==> config.mk <==
export PLATFORM = sky130hd
export DESIGN_NAME = tbox_move_ctrl
export DESIGN_NICKNAME = d
export VERILOG_FILES = /design/src/rtl/tbox_move_ctrl.sv
export SDC_FILE = /design/constraint.sdc
export NUM_CORES = 1
export LEC_CHECK = 0
export CORE_MARGIN = 4
export CORE_UTILIZATION = 45
export DETAILED_ROUTE_END_ITERATION = 12
export PLACE_DENSITY = 0.79
export RECOVER_POWER = 25
export SLEW_MARGIN = 20
export SYNTH_ARGS = -nofsm -noshare
export SYNTH_HDL_FRONTEND = slang
export SYNTH_SLANG_ARGS = --single-unit
==> constraint.sdc <==
create_clock -name clk -period 4.4 [get_ports clk]
set_clock_uncertainty 0.1 [all_clocks]
set_input_delay 0.44 -clock clk [delete_from_list [all_inputs] [get_ports clk]]
set_output_delay 0.44 -clock clk [all_outputs]
set_load 0.1 [all_outputs]
==> src/rtl/tbox_move_ctrl.sv <==
// Tic-tac-toe move controller: validates a player's move request, strobes the board write
// and reports the result. Optional WAIT-state timeout via define TBOX_MOVE_TIMEOUT_EN.
module tbox_move_ctrl #(
    parameter int unsigned TIMEOUT_CYCLES = 8
) (
    input  logic       clk,
    input  logic       reset,
    input  logic       req,
    input  logic [1:0] req_row,
    input  logic [1:0] req_col,
    input  logic [8:0] valid,
    input  logic [1:0] game_state,
    output logic       set,
    output logic [1:0] row,
    output logic [1:0] col,
    output logic       busy,
    output logic       done,
    output logic [2:0] status,
    output logic [3:0] move_count
);

    localparam logic [2:0] ST_OK        = 3'b000;
    localparam logic [2:0] ST_OCCUPIED  = 3'b001;
    localparam logic [2:0] ST_BAD_COORD = 3'b010;
    localparam logic [2:0] ST_GAME_OVER = 3'b011;
    localparam logic [3:0] MAX_MOVES    = 4'd9;

    typedef enum logic [2:0] {
        IDLE,
        CHECK,
        ISSUE,
        WAIT,
        REPORT
    } state_t;

    state_t     state;
    logic [3:0] cell_idx;

    // A zero timeout would abandon every move before the board can answer.
    if (TIMEOUT_CYCLES == 0) begin : g_param_check
        $error("tbox_move_ctrl: TIMEOUT_CYCLES must be at least 1");
    end

`ifdef TBOX_MOVE_TIMEOUT_EN
    localparam int unsigned TMO_W       = $clog2(TIMEOUT_CYCLES + 1);
    localparam logic [2:0]  ST_TIMEOUT  = 3'b100;
    localparam logic [TMO_W-1:0] TMO_LAST = TMO_W'(TIMEOUT_CYCLES - 1);
    logic [TMO_W-1:0] wait_cnt;
`endif

    // row/col double as the captured request, so the board index follows them.
    assign cell_idx = 4'(row) * 4'd3 + 4'(col);

    always_ff @(posedge clk) begin
        if (reset) begin
            state      <= IDLE;
            set        <= 1'b0;
            done       <= 1'b0;
            busy       <= 1'b0;
            status     <= ST_OK;
            move_count <= 4'd0;
            row        <= 2'd0;
            col        <= 2'd0;
`ifdef TBOX_MOVE_TIMEOUT_EN
            wait_cnt   <= '0;
`endif
        end else begin
            set  <= 1'b0;
            done <= 1'b0;
            case (state)
                IDLE: begin
                    if (valid == 9'b0) begin
                        move_count <= 4'd0;
                    end
                    if (req) begin
                        row   <= req_row;
                        col   <= req_col;
                        busy  <= 1'b1;
                        state <= CHECK;
                    end
                end
                CHECK: begin
                    if (game_state != 2'b00) begin
                        status <= ST_GAME_OVER;
                        done   <= 1'b1;
                        state  <= REPORT;
                    end else if (row == 2'd3 || col == 2'd3) begin
                        status <= ST_BAD_COORD;
                        done   <= 1'b1;
                        state  <= REPORT;
                    end else if (valid[cell_idx]) begin
                        status <= ST_OCCUPIED;
                        done   <= 1'b1;
                        state  <= REPORT;
                    end else begin
                        set   <= 1'b1;
                        state <= ISSUE;
                    end
                end
                ISSUE: begin
`ifdef TBOX_MOVE_TIMEOUT_EN
                    wait_cnt <= '0;
`endif
                    state <= WAIT;
                end
                WAIT: begin
                    if (valid[cell_idx]) begin
                        status <= ST_OK;
                        done   <= 1'b1;
                        state  <= REPORT;
                        if (move_count < MAX_MOVES) begin
                            move_count <= move_count + 4'd1;
                        end
                    end
`ifdef TBOX_MOVE_TIMEOUT_EN
                    else if (wait_cnt == TMO_LAST) begin
                        status <= ST_TIMEOUT;
                        done   <= 1'b1;
                        state  <= REPORT;
                    end else begin
                        wait_cnt <= wait_cnt + TMO_W'(1);
                    end
`endif
                end
                REPORT: begin
                    busy  <= 1'b0;
                    state <= IDLE;
                end
                default: begin
                    busy  <= 1'b0;
                    state <= IDLE;
                end
            endcase
        end
    end

endmodule

==> results of run 1 <==
[metrics by stage]
stage | instances | worst slack (ps) | hold slack, ps | util, % | cell area, um^2
global route | 160 | 1020 | 449 | 65.3 | 1310
detailed placement | 156 | 1180 | 397 | 63.5 | 1270
finish | 160 | 1170 | 412 | 65.3 | 1310
floorplan | 104 | 579 | 437 | - | 968
global placement | 156 | 1280 | 388 | 63.5 | 1270
CTS | 160 | 1150 | 418 | 65.3 | 1310
[cells in the mapped netlist, drive strengths merged]
| cell | instances |
|---|---|
| conb | 1 |
| nand2b | 4 |
| o31ai | 1 |
| nor3 | 5 |
| mux2i | 7 |
| nor4 | 5 |
| ha | 5 |
| o31a | 1 |
| buf | 3 |
| nor2 | 16 |
| nand2 | 3 |
| a2111oi | 1 |
| nor4b | 1 |
| a221o | 1 |
| nand3b | 2 |
| dfxtp | 16 |
| fa | 2 |
| inv | 4 |
| o32ai | 1 |
| o21ai | 1 |
| and4 | 2 |
| o32a | 1 |
| or2 | 2 |
| o311ai | 1 |
| a211oi | 3 |
| and2 | 1 |
| clkbuf | 2 |
| a21oi | 5 |
| o211ai | 1 |
| and3 | 1 |
| or3 | 2 |
| a22o | 1 |
| mux4 | 1 |
| and4b | 1 |
[state kept, by name, indices dropped and copies added (netlist names)]
signal,flops
busy,1
col,2
done,1
move_count,4
row,2
set,1
state,3
status,2
[critical path, stage by stage (launching register included)]
cell and delay [ps]:
dfxtp_1 450, fa_1 460, ha_1 220, fa_1 550, nor2_1 70, and4b_2 230
or3_1 430, or2_4 310, a2111oi_4 330
[cell type report]
| class | count | share of cell area [%] |
|---|---|---|
| Multi-Input combinational cell | 79 | 46.0 |
| Sequential cell | 16 | 24.5 |
| Timing Repair Buffer | 30 | 23.0 |
| Clock buffer | 4 | 2.78 |
| Tap cell | 27 | 2.58 |
| Inverter | 4 | 1.15 |
[metal layers]
layer / GRT usage (%) / vias to the layer above / wire [um]
met5: 0 / - / 0
met3: 5.72 / 4 / 148
met2: 29.1 / 33 / 1120
li1: - / 441 / -
met1: 18.3 / 404 / 926
met4: 7.05 / 0 / 25
[power by group]
part | internal, mW | leakage, nW | switching [mW] | total [mW]
registers | 0.153 | 0.131 | 0.00948 | 0.162
logic | 0.0575 | 0.360 | 0.104 | 0.162
clock network | 0.0505 | 0.0210 | 0.0483 | 0.0988
total | 0.261 | 0.511 | 0.162 | 0.423
[cell families after synthesis]
| kind of cell | count (synthesis) | synth area share [%] |
|---|---|---|
| simple gates | 45 | 26.0 |
| compound gates | 18 | 15.6 |
| flops | 16 | 33.1 |
| buf+inv | 9 | 4.78 |
| mux | 8 | 9.56 |
| fa+ha+maj | 7 | 10.6 |
| other cells | 1 | 0.387 |
[worst min path at each step]
stage | startpoint | endpoint | slack (ps) | cells after the start
global route | move_count[3] | move_count[3] | 450 | 1
CTS | status[1] | status[1] | 420 | 2
floorplan | state[2] | state[1] | 440 | 1
detailed placement | move_count[3] | move_count[3] | 400 | 1
finish | status[1] | status[1] | 410 | 2
global placement | move_count[2] | move_count[2] | 390 | 2
==> flow_metrics.env, run 1 <==
export IMPL_run_status="complete, no violations"
export IMPL_clockBufferDepth=2
export IMPL_yosysTopAreaCellShare_pct=33.1
export IMPL_die_h_um=54.4
export IMPL_cp_end_kind="flop"
export IMPL_ios=32
export IMPL_final_common_cell="clkdlybuf4s50_1"
export IMPL_via_per_inst=5.51
export IMPL_reg2regPathDepth=8
export IMPL_worstSetupEndpoint="state[1]"
export IMPL_die_area_um2=2960
export IMPL_gr_total_overflow=0
export IMPL_worstSkewPairLatency_ps=300
export IMPL_cts_setup_buffers=0
export IMPL_yosysSeqAreaShare_pct=33.1
export IMPL_cp_arrival_ps=3340
export IMPL_gp_congestion=0.766
export IMPL_tightestPinTransition_ps=979
export IMPL_antenna_cells=0
export IMPL_post_dp_hpwl_um=1820
export IMPL_synth_nets=129
export IMPL_layout_common_cells="clkdlybuf4s50_1 (27), nor2_1 (16), dfxtp_1 (16)"
export IMPL_port_buffers=30
export IMPL_power_density_nw_per_um2=323
export IMPL_drt_iter0_drc=22
export IMPL_core_um2=2000
export IMPL_drive_above_1_share_pct=8.27
export IMPL_grt_usage_pct=16.7
export IMPL_totalPowerFinal_mw=0.423
export IMPL_drc=0
export IMPL_power_leakage_nw=0.511
export IMPL_tritoncts="done"
export IMPL_die_w_um=54.4
export IMPL_rr_endpoint="state[1]"
export IMPL_maxClockFrequency_mhz=310
export IMPL_finalWirelength_um=2220
export IMPL_drtAntennaViolNets=0
export IMPL_critPathLaunch="row[1]"
export IMPL_clock_sinks=16
export IMPL_worstPathMaxFanout=8
export IMPL_avgRoutedWirePerCell_um=13.9
export IMPL_drv_cap=0
export IMPL_grt_pass1_vias=797
export IMPL_post_route_period_util_pct=73.4
export IMPL_rsz0062_at_grt="no"
export IMPL_worstSetupStartpointType="flop"
export IMPL_h_tree_depth=1
export IMPL_multi_input_area_um2=602
export IMPL_nets=159
export IMPL_path_class="reg -> reg"
export IMPL_syn_avg_cell_area_um2=9.31
export IMPL_grt_pass1_wl_um=3500
export IMPL_setup_viol=0
export IMPL_slew_violations=0
export IMPL_initial_core_util_pct=48.4
export IMPL_cts_buffers=3
export IMPL_yosys_register_bits=16
export IMPL_synthDistinctLibCells=38
export IMPL_vdd_drop_max_v=0.000225
export IMPL_clk_pin_slew_worst_paths_ps=100
export IMPL_cts_root_buf="clkbuf_4"
export IMPL_required_ps=4510
export IMPL_synthesis_area_um2=968
export IMPL_n_fill_cell=165
export IMPL_via_count=882
export IMPL_regArea_um2=320
export IMPL_firstDrtPassIters=4
export IMPL_r2r_setup_slack_ps=1170
export IMPL_setup_tns_ps=0
export IMPL_cts_hold_buf=0
export IMPL_min_period_ps=3230
export IMPL_synthCells=104
export IMPL_hold_viol_final=0
export IMPL_ys_top_cells_by_area="dfxtp_1 (33%), mux2i_1 (7.2%), ha_1 (6.5%), nor2_1 (6.2%), fa_1 (4.1%)"
export IMPL_grt_start_max_net_pins=19
export IMPL_yosysTopAreaCell="dfxtp_1"
export IMPL_antenna_found_initial=0
export IMPL_max_slew_margin_rel_pct=34.5
export IMPL_row_count=16
export IMPL_yosysWarnings=0
export IMPL_post_cts_resized=0
export IMPL_area_growth_pct=35.0
export IMPL_rr_startpoint="row[1]"
export IMPL_min_delay_path_class="reg -> reg"
Note: power is estimated with default switching activity, not from simulation.
==> inputs of run 2 (changes only) <==
==> constraint.sdc (replaced) <==
create_clock -name clk -period 3.09 [get_ports clk]
set_clock_uncertainty 0.1 [all_clocks]
set_input_delay 0.309 -clock clk [delete_from_list [all_inputs] [get_ports clk]]
set_output_delay 0.309 -clock clk [all_outputs]
set_load 0.1 [all_outputs]
==> run 2 against run 1 <==
  * Sequential share of layout area up 1.4 points
  * Highest routed layer unchanged
  * Critical endpoint unchanged
  * Die area unchanged
  * Total power grew 37%
  * Via count shrank 1.5%
  * Clock power up 17%
  * Largest power group is now combinational cells
  * Worst setup slack worse by 1100 ps
  * Combinational power rose by 43%
  * Register-to-register slack got worse by 1100 ps
  * Non-clock buffer count is 2 higher
==> flow_metrics.env, run 2 (synthesis results as in run 1) <==
export IMPL_cts_setup_buffers=0
export IMPL_gr_total_overflow=0
export IMPL_post_route_period_util_pct=96.7
export IMPL_initial_core_util_pct=48.4
export IMPL_drc=0
export IMPL_cp_end_kind="flop"
export IMPL_area_growth_pct=32.0
export IMPL_grt_start_max_net_pins=19
export IMPL_cts_root_buf="clkbuf_4"
export IMPL_top_regs="move_count (4), state (3)"
export IMPL_required_ps=3190
export IMPL_finalWirelength_um=2190
export IMPL_post_dp_hpwl_um=1780
export IMPL_slew_violations=0
export IMPL_maxClockFrequency_mhz=335
export IMPL_clock_sinks=16
export IMPL_rsz0062_at_grt="no"
export IMPL_fin_area_um2=1280
export IMPL_largest_reg_flops=4
export IMPL_port_buffers=30
export IMPL_max_slew_margin_rel_pct=22.0
export IMPL_avgRoutedWirePerCell_um=13.5
export IMPL_min_period_ps=2990
export IMPL_die_w_um=54.4
export IMPL_firstDrtPassIters=4
export IMPL_die_area_um2=2960
export IMPL_setup_tns_ps=0
export IMPL_ios=32
export IMPL_cp_arrival_ps=3090
export IMPL_power_density_nw_per_um2=452
export IMPL_worstSkewPairLatency_ps=290
export IMPL_antenna_cells=0
export IMPL_tritoncts="done"
export IMPL_clockBufferDepth=2
export IMPL_gp_congestion=0.709
export IMPL_tightestPinTransition_ps=1170
export IMPL_via_count=869
export IMPL_run_status="complete, no violations"
export IMPL_drive_above_1_share_pct=18.5
export IMPL_grt_pass1_vias=868
export IMPL_core_um2=2000
export IMPL_drtAntennaViolNets=0
export IMPL_setup_viol=0
export IMPL_power_leakage_nw=0.508
export IMPL_worstSetupStartpointType="flop"
export IMPL_final_common_cell="clkdlybuf4s50_1"
export IMPL_worstPathMaxFanout=8
export IMPL_drv_cap=0
export IMPL_dpl_cell_area_um2=1270
export IMPL_vdd_drop_max_v=0.000260
export IMPL_top_register="move_count"
export IMPL_min_delay_path_class="reg -> reg"
export IMPL_hold_viol_final=0
export IMPL_nets=161
export IMPL_grt_pass1_wl_um=3710
export IMPL_row_count=16
export IMPL_drt_iter0_drc=5
export IMPL_grt_usage_pct=17.4
export IMPL_holdWs_ps=410
export IMPL_antenna_found_initial=0
export IMPL_via_per_inst=5.36
export IMPL_path_class="reg -> reg"
export IMPL_h_tree_depth=1
export IMPL_cts_buffers=3
export IMPL_fin_util_pct=63.9
export IMPL_clk_pin_slew_worst_paths_ps=90
export IMPL_layout_common_cells="clkdlybuf4s50_1 (17), nor2_1 (15), dfxtp_1 (13)"
export IMPL_die_h_um=54.4
## run 2: changes by cell type in the layout (fill, tap and decap cells not counted), sizes merged
cell           delta
clkbuf            +5
clkinv            +1
clkdlybuf4s50    -10
buf               +9
dlygate4sd3       -3
## run 2: power by group
part / switching (mW) / internal [mW]
logic: 0.150 / 0.0818
clock network: 0.0686 / 0.0470
registers: 0.0121 / 0.217
## run 2: area by class of cell
| cell class | count | area (um^2) |
|---|---|---|
| inverters | 4 | 15.0 |
| clock inverters | 1 | 3.75 |
| repair buffers | 32 | 260 |
| clock buffers | 3 | 22.5 |
| fillers | 186 | 723 |
| flip-flops and latches | 16 | 332 |
| multi-input cells | 79 | 612 |
| well taps | 27 | 33.8 |
## run 2: final timing paths
kind          endpoint       from  depth (start not counted)  slack, ps
max reg2reg   state[1]     row[1]                          8        100
min reg2reg  status[1]  status[1]                          2        410
max           state[1]     row[1]                          8        100
min          status[1]  status[1]                          2        410
## run 2: critical path: stages, from the launching register on
cell and delay [ps]:
dfxtp_4 360, fa_1 470, ha_2 190, fa_1 570
nor2_2 60, and4b_2 200, or3_4 370, or2_4 300
a2111oi_4 270
## run 2: through the flow
| step | std cells | setup slack, ps | total power [mW] |
|---|---|---|---|
| after CTS | 162 | 74.7 | 0.582 |
| final | 162 | 103 | 0.577 |
| after floorplan | 104 | -114 | 0.417 |
| after global placement | 158 | 62.2 | 0.461 |
| after global routing | 162 | 1.13 | 0.608 |
| after detailed placement | 158 | -2.27 | 0.465 |
## run 2: layer usage
metal	track usage, %	share of wire, %	vias to the layer above
li1	-	-	447
met1	18.4	42	401
met2	32.1	52	16
met3	5.18	4.2	5
met4	6.64	1.3	0
met5	0	0	-
## run 2: repair_timing
action,CTS,global route
setup endpoints to repair,1,5
pin swaps,0,1
hold buffers,0,0
resized for setup,1,1
==> inputs of run 3 (changes only) <==
--- a/config.mk
+++ b/config.mk
@@ -5,10 +5,12 @@
 export SDC_FILE = /design/constraint.sdc
 export NUM_CORES = 1
 export LEC_CHECK = 0
+export CELL_PAD_IN_SITES_DETAIL_PLACEMENT = 1
+export CELL_PAD_IN_SITES_GLOBAL_PLACEMENT = 1
 export CORE_MARGIN = 4
-export CORE_UTILIZATION = 45
+export CORE_UTILIZATION = 33
 export DETAILED_ROUTE_END_ITERATION = 12
-export PLACE_DENSITY = 0.79
+export PLACE_DENSITY_LB_ADDON = 0.1
 export RECOVER_POWER = 25
 export SLEW_MARGIN = 20
 export SYNTH_ARGS = -nofsm -noshare
==> run 3 against run 2 <==
  * Sequential cell count is the same
  * Sequential share of layout area down 0.50 points
  * Die area grew 31%
  * Global-route usage decreased by 2.8 points
==> flow_metrics.env, run 3 (synthesis results as in run 1) <==
export IMPL_antenna_found_initial=0
export IMPL_clockBufferDepth=2
export IMPL_clock_sinks=16
export IMPL_grt_pass1_wl_um=4650
export IMPL_min_period_ps=3000
export IMPL_cp_arrival_ps=3090
export IMPL_crit_cells=8
export IMPL_die_w_um=62.2
export IMPL_drc=0
export IMPL_worstPathCellList="fa_1 -> ha_2 -> fa_1 -> nor2_1 -> and4b_2 -> or3_4 -> or2_4 -> a2111oi_4"
export IMPL_die_h_um=62.2
export IMPL_top_register="move_count"
export IMPL_die_area_um2=3870
export IMPL_dpl_cell_area_um2=1270
export IMPL_vdd_drop_max_v=0.000288
export IMPL_ios=32
export IMPL_multi_input_area_um2=617
export IMPL_post_route_period_util_pct=97.2
export IMPL_row_count=19
export IMPL_drv_cap=0
export IMPL_via_count=901
export IMPL_holdWs_ps=418
export IMPL_power_density_nw_per_um2=454
export IMPL_worstPathMaxFanout=6
export IMPL_setup_viol=0
export IMPL_final_cells=168
export IMPL_required_ps=3180
export IMPL_core_um2=2780
export IMPL_layout_common_cells="nor2_1 (16), clkdlybuf4s50_1 (16), dfxtp_1 (13)"
export IMPL_max_slew_margin_rel_pct=22.4
export IMPL_cp_end_kind="flop"
export IMPL_slowest_stage="fa_1"
export IMPL_worstSkewPairLatency_ps=290
export IMPL_cp_slowest_stage_delay_ps=520
export IMPL_largest_reg_flops=4
export IMPL_grt_start_max_net_pins=19
export IMPL_grt_usage_pct=14.7
export IMPL_top_regs="move_count (4), state (3)"
export IMPL_cts_hold_buf=0
export IMPL_firstDrtPassIters=3
export IMPL_path_buf_inv=0
export IMPL_cts_root_buf="clkbuf_4"
export IMPL_gp_congestion=0.757
export IMPL_path_class="reg -> reg"
export IMPL_n_fill_cell=320
export IMPL_port_buffers=30
export IMPL_grt_pass1_vias=964
export IMPL_initial_core_util_pct=34.8
export IMPL_antenna_cells=0
export IMPL_reg2regPathDepth=8
export IMPL_drive_above_1_share_pct=19.7
export IMPL_cts_buffers=3
export IMPL_drtAntennaViolNets=0
export IMPL_fin_area_um2=1300
export IMPL_hold_viol_final=0
export IMPL_nets=163
export IMPL_clk_pin_slew_worst_paths_ps=110
export IMPL_cp_common_cell="fa_1"
export IMPL_h_tree_depth=1
export IMPL_setup_tns_ps=0
export IMPL_area_growth_pct=34.6
export IMPL_finalWirelength_um=2690
export IMPL_regArea_um2=332
export IMPL_via_per_inst=5.36
export IMPL_hold_depth=2
export IMPL_critical_path_top_delay_family="adder cells"
export IMPL_post_dp_hpwl_um=2190
export IMPL_min_delay_path_class="reg -> reg"
export IMPL_gr_total_overflow=0
export IMPL_tritoncts="done"
export IMPL_maxClockFrequency_mhz=333
export IMPL_slew_violations=0
export IMPL_dpl_cell_count=162
export IMPL_worstSetupStartpointType="flop"
export IMPL_drt_iter0_drc=6
export IMPL_tightestPinTransition_ps=1170
export IMPL_power_leakage_nw=0.519
export IMPL_run_status="complete, no violations"
export IMPL_avgRoutedWirePerCell_um=16.0
[run 3: cell types whose count changed in the layout (fill, tap and decap cells not counted), sizes merged]
cell and delta:
dlygate4sd3 +1, buf +2, clkbuf +1, clkdlybuf4s50 -1, clkinv -1
[run 3: per-stage QoR]
step	util, %	setup slack, ps	total power [mW]
after CTS	46.9	36.2	0.600
after detailed placement	45.7	16.3	0.477
final	46.9	87.4	0.591
after floorplan	-	-114	0.417
after global placement	45.7	82.8	0.472
after global routing	46.9	-1.06	0.626
[run 3: area by class of cell]
| type | count | share of cell area, % |
|---|---|---|
| Clock buffer | 4 | 2.02 |
| Inverter | 4 | 1.15 |
| Timing Repair Buffer | 34 | 21.1 |
| Sequential cell | 16 | 25.4 |
| Multi-Input combinational cell | 79 | 47.3 |
| Tap cell | 31 | 2.98 |
[run 3: path summary, 6_finish.rpt]
| kind | startpoint | to | slack (ps) |
|---|---|---|---|
| setup reg to reg | row[1] | state[1] | 90 |
| hold / removal | status[1] | status[1] | 420 |
| hold reg to reg | status[1] | status[1] | 420 |
| setup / recovery | row[1] | state[1] | 90 |
[run 3: routing by layer]
metal	global-route usage [%]	vias to the layer above	routed length (um)
li1	-	453	-
met1	17.0	427	1240
met2	25.4	17	1290
met3	3.24	4	117
met4	6.50	0	46
met5	0	-	0
[run 3: repair_timing]
action / CTS / global route
pin swaps: 0 / 1
hold endpoints to repair: 0 / 0
setup endpoints to repair: 2 / 3
buffers inserted: 0 / 2
gates resized for setup: 1 / 1
gates cloned: 0 / 0
[run 3: worst min-delay path: cells and delay by family, from the launching register on]
kind | cells | cell delay, ps
and+or+nand+nor | 1 | 100
DFF | 1 | 320
AOI/OAI and AO/OA | 1 | 50
[run 3: where the power goes]
part	switching [mW]	internal (mW)	leakage, nW	total [mW]
combinational	0.155	0.0868	0.371	0.242
sequential	0.0134	0.217	0.133	0.231
clock	0.0683	0.0502	0.0150	0.119
total	0.237	0.354	0.519	0.591
